File: src/rtl/cnn_pkg.sv
// Shared types and constants for the CNN layer sequencer: FSM state encoding,
// layer index assignments and the default number of sequenced layer engines.
package cnn_pkg;

  typedef enum logic [2:0] {
    IDLE  = 3'd0,
    START = 3'd1,
    WAIT  = 3'd2,
    DONE  = 3'd3,
    ERR   = 3'd4
  } state_e;

  localparam int L_CONV1 = 0;
  localparam int L_POOL1 = 1;
  localparam int L_CONV2 = 2;
  localparam int L_POOL2 = 3;
  localparam int L_FC    = 4;

  localparam int N_LAYER_DEF = 5;

endpackage

File: src/rtl/cnn_wdog.sv
// Per-layer watchdog: clear/enable counter that saturates at all-ones and
// flags expiry while saturated. Only instantiated when CNN_LAYER_WDOG_EN is set.
module cnn_wdog #(
  parameter int WDOG_W = 20
) (
  input  logic clk,
  input  logic rst,
  input  logic clr,
  input  logic en,
  output logic expired
);

  logic [WDOG_W-1:0] count;

  // NOTE: sequential state is written with non-blocking assignments only, so
  // every flop samples its inputs as they were before the edge.
  always_ff @(posedge clk or negedge rst) begin
    if (!rst) begin
      count <= '0;
    end else if (clr) begin
      count <= '0;
    end else if (en && !expired) begin
      count <= count + WDOG_W'(1);
    end
  end

  assign expired = &count;

endmodule

File: src/rtl/cnn_layer_seq.sv
// Layer sequencer: starts conv1..fc in order with one-cycle pulses, waits for
// each done, then holds result_valid until acknowledged. Optional per-layer
// watchdog and ERR state are enabled by defining CNN_LAYER_WDOG_EN.
module cnn_layer_seq
  import cnn_pkg::*;
#(
  parameter int N_LAYER = N_LAYER_DEF,
  parameter int IDX_W   = 3,
  parameter int WDOG_W  = 20
) (
  input  logic               clk,
  input  logic               rst,
  input  logic               start,
  input  logic [N_LAYER-1:0] layer_done,
  input  logic               result_ack,
  output logic [N_LAYER-1:0] layer_start,
  output logic [IDX_W-1:0]   layer_idx,
  output logic               busy,
  output logic               result_valid,
  output logic               error,
  output logic [15:0]        frame_cnt
);

  localparam logic [IDX_W-1:0] FIRST_IDX = IDX_W'(L_CONV1);
  localparam logic [IDX_W-1:0] LAST_IDX  = IDX_W'(N_LAYER - 1);

  state_e           state;
  state_e           state_next;
  logic [IDX_W-1:0] idx_next;
  logic             frame_inc;
  logic             done_hit;

  // Only the current layer's completion bit is ever looked at.
  assign done_hit = layer_done[layer_idx];

`ifdef CNN_LAYER_WDOG_EN
  logic wdog_expired;

  cnn_wdog #(
    .WDOG_W (WDOG_W)
  ) u_wdog (
    .clk     (clk),
    .rst     (rst),
    .clr     (state == START),
    .en      (state == WAIT),
    .expired (wdog_expired)
  );
`endif

  // NOTE: every signal written here gets a default first, so no path through
  // the case statement can leave one unassigned and infer a latch.
  always_comb begin
    state_next = state;
    idx_next   = layer_idx;
    frame_inc  = 1'b0;
    unique case (state)
      IDLE: begin
        if (start) begin
          state_next = START;
          idx_next   = FIRST_IDX;
        end
      end
      START: state_next = WAIT;
      WAIT: begin
        // A done arriving together with watchdog expiry still advances.
        if (done_hit) begin
          if (layer_idx == LAST_IDX) begin
            state_next = DONE;
          end else begin
            state_next = START;
            idx_next   = layer_idx + IDX_W'(1);
          end
        end
`ifdef CNN_LAYER_WDOG_EN
        else if (wdog_expired) begin
          state_next = ERR;
        end
`endif
      end
      DONE: begin
        // result_valid is already high whenever we sit in DONE, so an ack on
        // the entry edge is naturally ignored.
        if (result_ack) begin
          state_next = IDLE;
          frame_inc  = 1'b1;
        end
      end
`ifdef CNN_LAYER_WDOG_EN
      ERR: begin
        if (start) begin
          state_next = START;
          idx_next   = FIRST_IDX;
        end
      end
`endif
      default: state_next = IDLE;
    endcase
  end

  // Outputs are registered from the next-state decode so they line up with
  // the state they describe.
  always_ff @(posedge clk or negedge rst) begin
    if (!rst) begin
      state        <= IDLE;
      layer_start  <= '0;
      layer_idx    <= '0;
      busy         <= 1'b0;
      result_valid <= 1'b0;
      frame_cnt    <= '0;
    end else begin
      state        <= state_next;
      layer_idx    <= idx_next;
      layer_start  <= (state_next == START) ? (N_LAYER'(1) << idx_next) : '0;
      busy         <= (state_next == START) || (state_next == WAIT) ||
                      (state_next == DONE);
      result_valid <= (state_next == DONE);
      if (frame_inc) begin
        frame_cnt <= frame_cnt + 16'd1;
      end
    end
  end

`ifdef CNN_LAYER_WDOG_EN
  always_ff @(posedge clk or negedge rst) begin
    if (!rst) begin
      error <= 1'b0;
    end else begin
      error <= (state_next == ERR);
    end
  end
`else
  assign error = 1'b0;
`endif

endmodule

File: config.mk
export PLATFORM = sky130hd
export DESIGN_NAME = cnn_layer_seq
export DESIGN_NICKNAME = d
export VERILOG_FILES = /design/src/rtl/cnn_pkg.sv /design/src/rtl/cnn_wdog.sv /design/src/rtl/cnn_layer_seq.sv
export SDC_FILE = /design/constraint.sdc
export NUM_CORES = 1
export LEC_CHECK = 0
export CORE_MARGIN = 4
export CORE_UTILIZATION = 65
export DETAILED_ROUTE_END_ITERATION = 16
export DONT_BUFFER_PORTS = 1
export PLACE_DENSITY = 0.85
export RECOVER_POWER = 100
export SETUP_SLACK_MARGIN = 0.15
export SYNTH_ARGS = -nofsm -noshare
export SYNTH_HDL_FRONTEND = slang
export SYNTH_SLANG_ARGS = --single-unit
File: constraint.sdc
create_clock -name clk -period 3.24 [get_ports clk]
set_clock_uncertainty 0.1 [all_clocks]
set_input_delay 0.162 -clock clk [delete_from_list [all_inputs] [get_ports clk]]
set_output_delay 0.162 -clock clk [all_outputs]
set_load 0.1 [all_outputs]
==> reports/results.tsv <==
stage	metric	value	unit
drt	drc	0	
global_route	grt_max_degree	30	
drt	viasPerCell	5.65	
global_route	overflow	0	
yosys	synth.area.top_cells	dfrtp_1 (49%), xnor2_1 (6.6%), nand2_1 (4.1%)	
clock_tree	clk_latency	0.32	ns
drt	drtIter0Drc	33	
yosys	syn_area	1470	um^2
floorplan	die_w	55.5	um
clock_tree	cts_buffers	5	
clock_tree	cts_tree	built	
timing	setup_viol	0	
floorplan	num_rows	16	
setup_path	start_kind	register	
clock_tree	clk_pin_slew	0.09	ns
timing	setup_tns	0	ns
global_route	antenna_found_initial	0	
yosys	yosysTopAreaCell	dfrtp_1	
yosys	post_synth_num_cell_types	43	
setup_path	reg2reg_to	frame_cnt[10]$_DFFE_PN0P_	
setup_path	crit_start	frame_cnt[6]$_DFFE_PN0P_	
place	hpwl	2.28	mm
yosys	yosys.area.top_type_share	49.4	%
cells_and_area	drive_above_1_share	7.06	%
cells_and_area	area_delta_synth_final	10.4	%
global_route	grt_usage	21.2	%
timing	final_max_slew_viol_count	29	
drt	routed_wl	3.01	mm
floorplan	core_area	2060	um^2
setup_path	rr_startpoint	frame_cnt[6]$_DFFE_PN0P_	
setup_path	critPathMaxFanout	4	
timing	final.period_utilization	77.9	%
timing	whs	0.0368	ns
drt	first_pass_iters	4	
floorplan	die_y	55.5	um
outcome	outcome	finished with violations	
pwr	power_density	504	nW/um^2
setup_path	endpoint_kind	register	
global_route	grt_pass1_wl	5.13	mm
place	dpl-instance-area	1600	um^2
cells_and_area	final_design_area_no_fill	1620	um^2
hold_path	holdPathStages	3	
job	drv_cap	1	
floorplan	io_pins	36	
cells_and_area	final_net_count	181	
clock_tree	clock_sinks	29	
yosys	synth_ff_type	dfrtp_1	
clock_tree	cts_buffer_depth	2	
floorplan	dieArea	3080	um^2
setup_path	path_class	reg -> reg	
drt	postRouteAntennaNets	0	
timing	report.final.hold_viol_count	0	
setup_path	crit_arrival	2.58	ns
yosys	synthTopCellsByCount	dfrtp_1 (29), nand2_1 (16), nor2_1 (11), xnor2_1 (11), inv_1 (7)	
setup_path	cp.required	3.30	ns
hold_path	min_path_type	in -> reg	
global_route	grt_pass1_vias	1063	
drt	wl_per_cell	15.3	um
timing	clock.fmax	396	MHz
clock_tree	cts_setup_buffers	0	
cells_and_area	fin_util	78.6	%
place	port_buffers	0	
yosys	syn_avg_cell_area	9.99	um^2
timing	rsz0062_at_grt	no	
hold_path	min_from	result_ack	
yosys	syn_inst	147	
timing	slew_headroom	-0.186	%
yosys	yosysSeqAreaShare	49.4	%
yosys	yosys_warnings	0	
place	gp_congestion	0.871	
timing	tightest_slew	1.50	ns
yosys	synth-edff-count	0	
yosys	ys_seq_elements	29	
hold_path	min_to	result_valid$_DFF_PN0_	
yosys	async_flop_share	100	%
cells_and_area	antenna_cells	0	
pwr	leakagePower	0.000742	uW
clock_tree	root_buffer	clkbuf_4	
setup_path	r2r_slack	0.72	ns
drt	vias	1113	
timing	period_minus_slack	2.52	ns
floorplan	initial_core_util	71.2	%
outcome	violations	capacitance limit, slew limit	
clock_tree	htree_levels	2	
yosys	yosysMostFrequentCell	dfrtp_1	
pwr	peakVddDrop	0.620	mV
setup_path	r2r_cells	6	
==> placed cells by master (no fill, tap or decap), drive strengths merged, types with 2 or more instances in the layout <==
cell type and instances:
nand3 2, a21o 2, nor3 4, nand2b 2, buf 4, nor3b 2
mux2i 2, nor2 11, dfrtp 29, nand4 3, and3 4, clkbuf 22
ha 3, o21a 3, a21oi 4, and2 5, inv 7, conb 2
nor4 2, nand2 16, xnor2 11, xor2 4, o21ai 7, dlygate4sd3 2
==> worst max-delay path by stage <==
stage | end | cells after the start | slack (ns)
detailed placement | frame_cnt[11]$_DFFE_PN0P_ | 6 | 0.93
global placement | layer_start[0]$_DFF_PN0_ | 6 | 1.09
CTS | frame_cnt[11]$_DFFE_PN0P_ | 6 | 0.92
floorplan | layer_start[2]$_DFF_PN0_ | 7 | 0.47
finish | frame_cnt[10]$_DFFE_PN0P_ | 6 | 0.72
global route | layer_start[4]$_DFF_PN0_ | 5 | 0.51
==> power by group <==
group | switching, uW | internal [uW] | total (uW)
registers | 55.5 | 378 | 434
clock network | 117 | 86.3 | 203
logic | 134 | 46.9 | 180
total | 306 | 511 | 817
==> logic make-up after synthesis <==
family          count (synthesis)  synth area share [%]
mux                             3                  2.13
fa+ha+maj                       3                  2.56
other cells                     1                 0.255
compound gates                 24                  10.7
simple gates                   59                  21.7
flops                          29                  49.4
xor+xnor                       15                  8.94
buf+inv                        13                  4.26
==> cell type report <==
class / count / area (um^2)
clock buffers: 8 / 48.8
fillers: 156 / 440
inverters: 7 / 26.3
multi-input cells: 106 / 684
flip-flops and latches: 29 / 726
well taps: 27 / 33.8
repair buffers: 20 / 103
==> timing repair <==
| item | 4_1_cts | 5_1_grt |
|---|---|---|
| resized for setup | 0 | 0 |
| endpoints found under the hold margin | 30 | 0 |
| hold buffers | 3 | 0 |
==> stage by stage <==
stage / total power, uW / instances / worst slack [ns]
finish: 817 / 197 / 0.718
global route: 856 / 197 / 0.512
detailed placement: 614 / 186 / 0.934
floorplan: 585 / 148 / 0.472
CTS: 828 / 197 / 0.923
global placement: 609 / 186 / 1.09
==> state kept, by name, summed over array words and instances (netlist names) <==
register and flops:
layer_idx 3, busy 1, result_valid 1, layer_start 5, frame_cnt 16, state 3
==> layer usage <==
metal | global-route usage [%] | part of all wire (%) | up-vias
met4 | 7.99 | 2.7 | 0
met1 | 25.6 | 41 | 513
li1 | - | - | 550
met5 | 0 | 0 | -
met3 | 9.09 | 7.1 | 9
met2 | 33.4 | 49 | 41
==> worst max-delay path, stage by stage (launching register included) <==
cell      delay [ns]
dfrtp_1         0.33
clkbuf_1        0.94
and3_1          0.35
nand3_1         0.15
nor2_1          0.19
nand2_1         0.09
xnor2_1         0.19
Note: power is estimated with default switching activity, not from simulation.
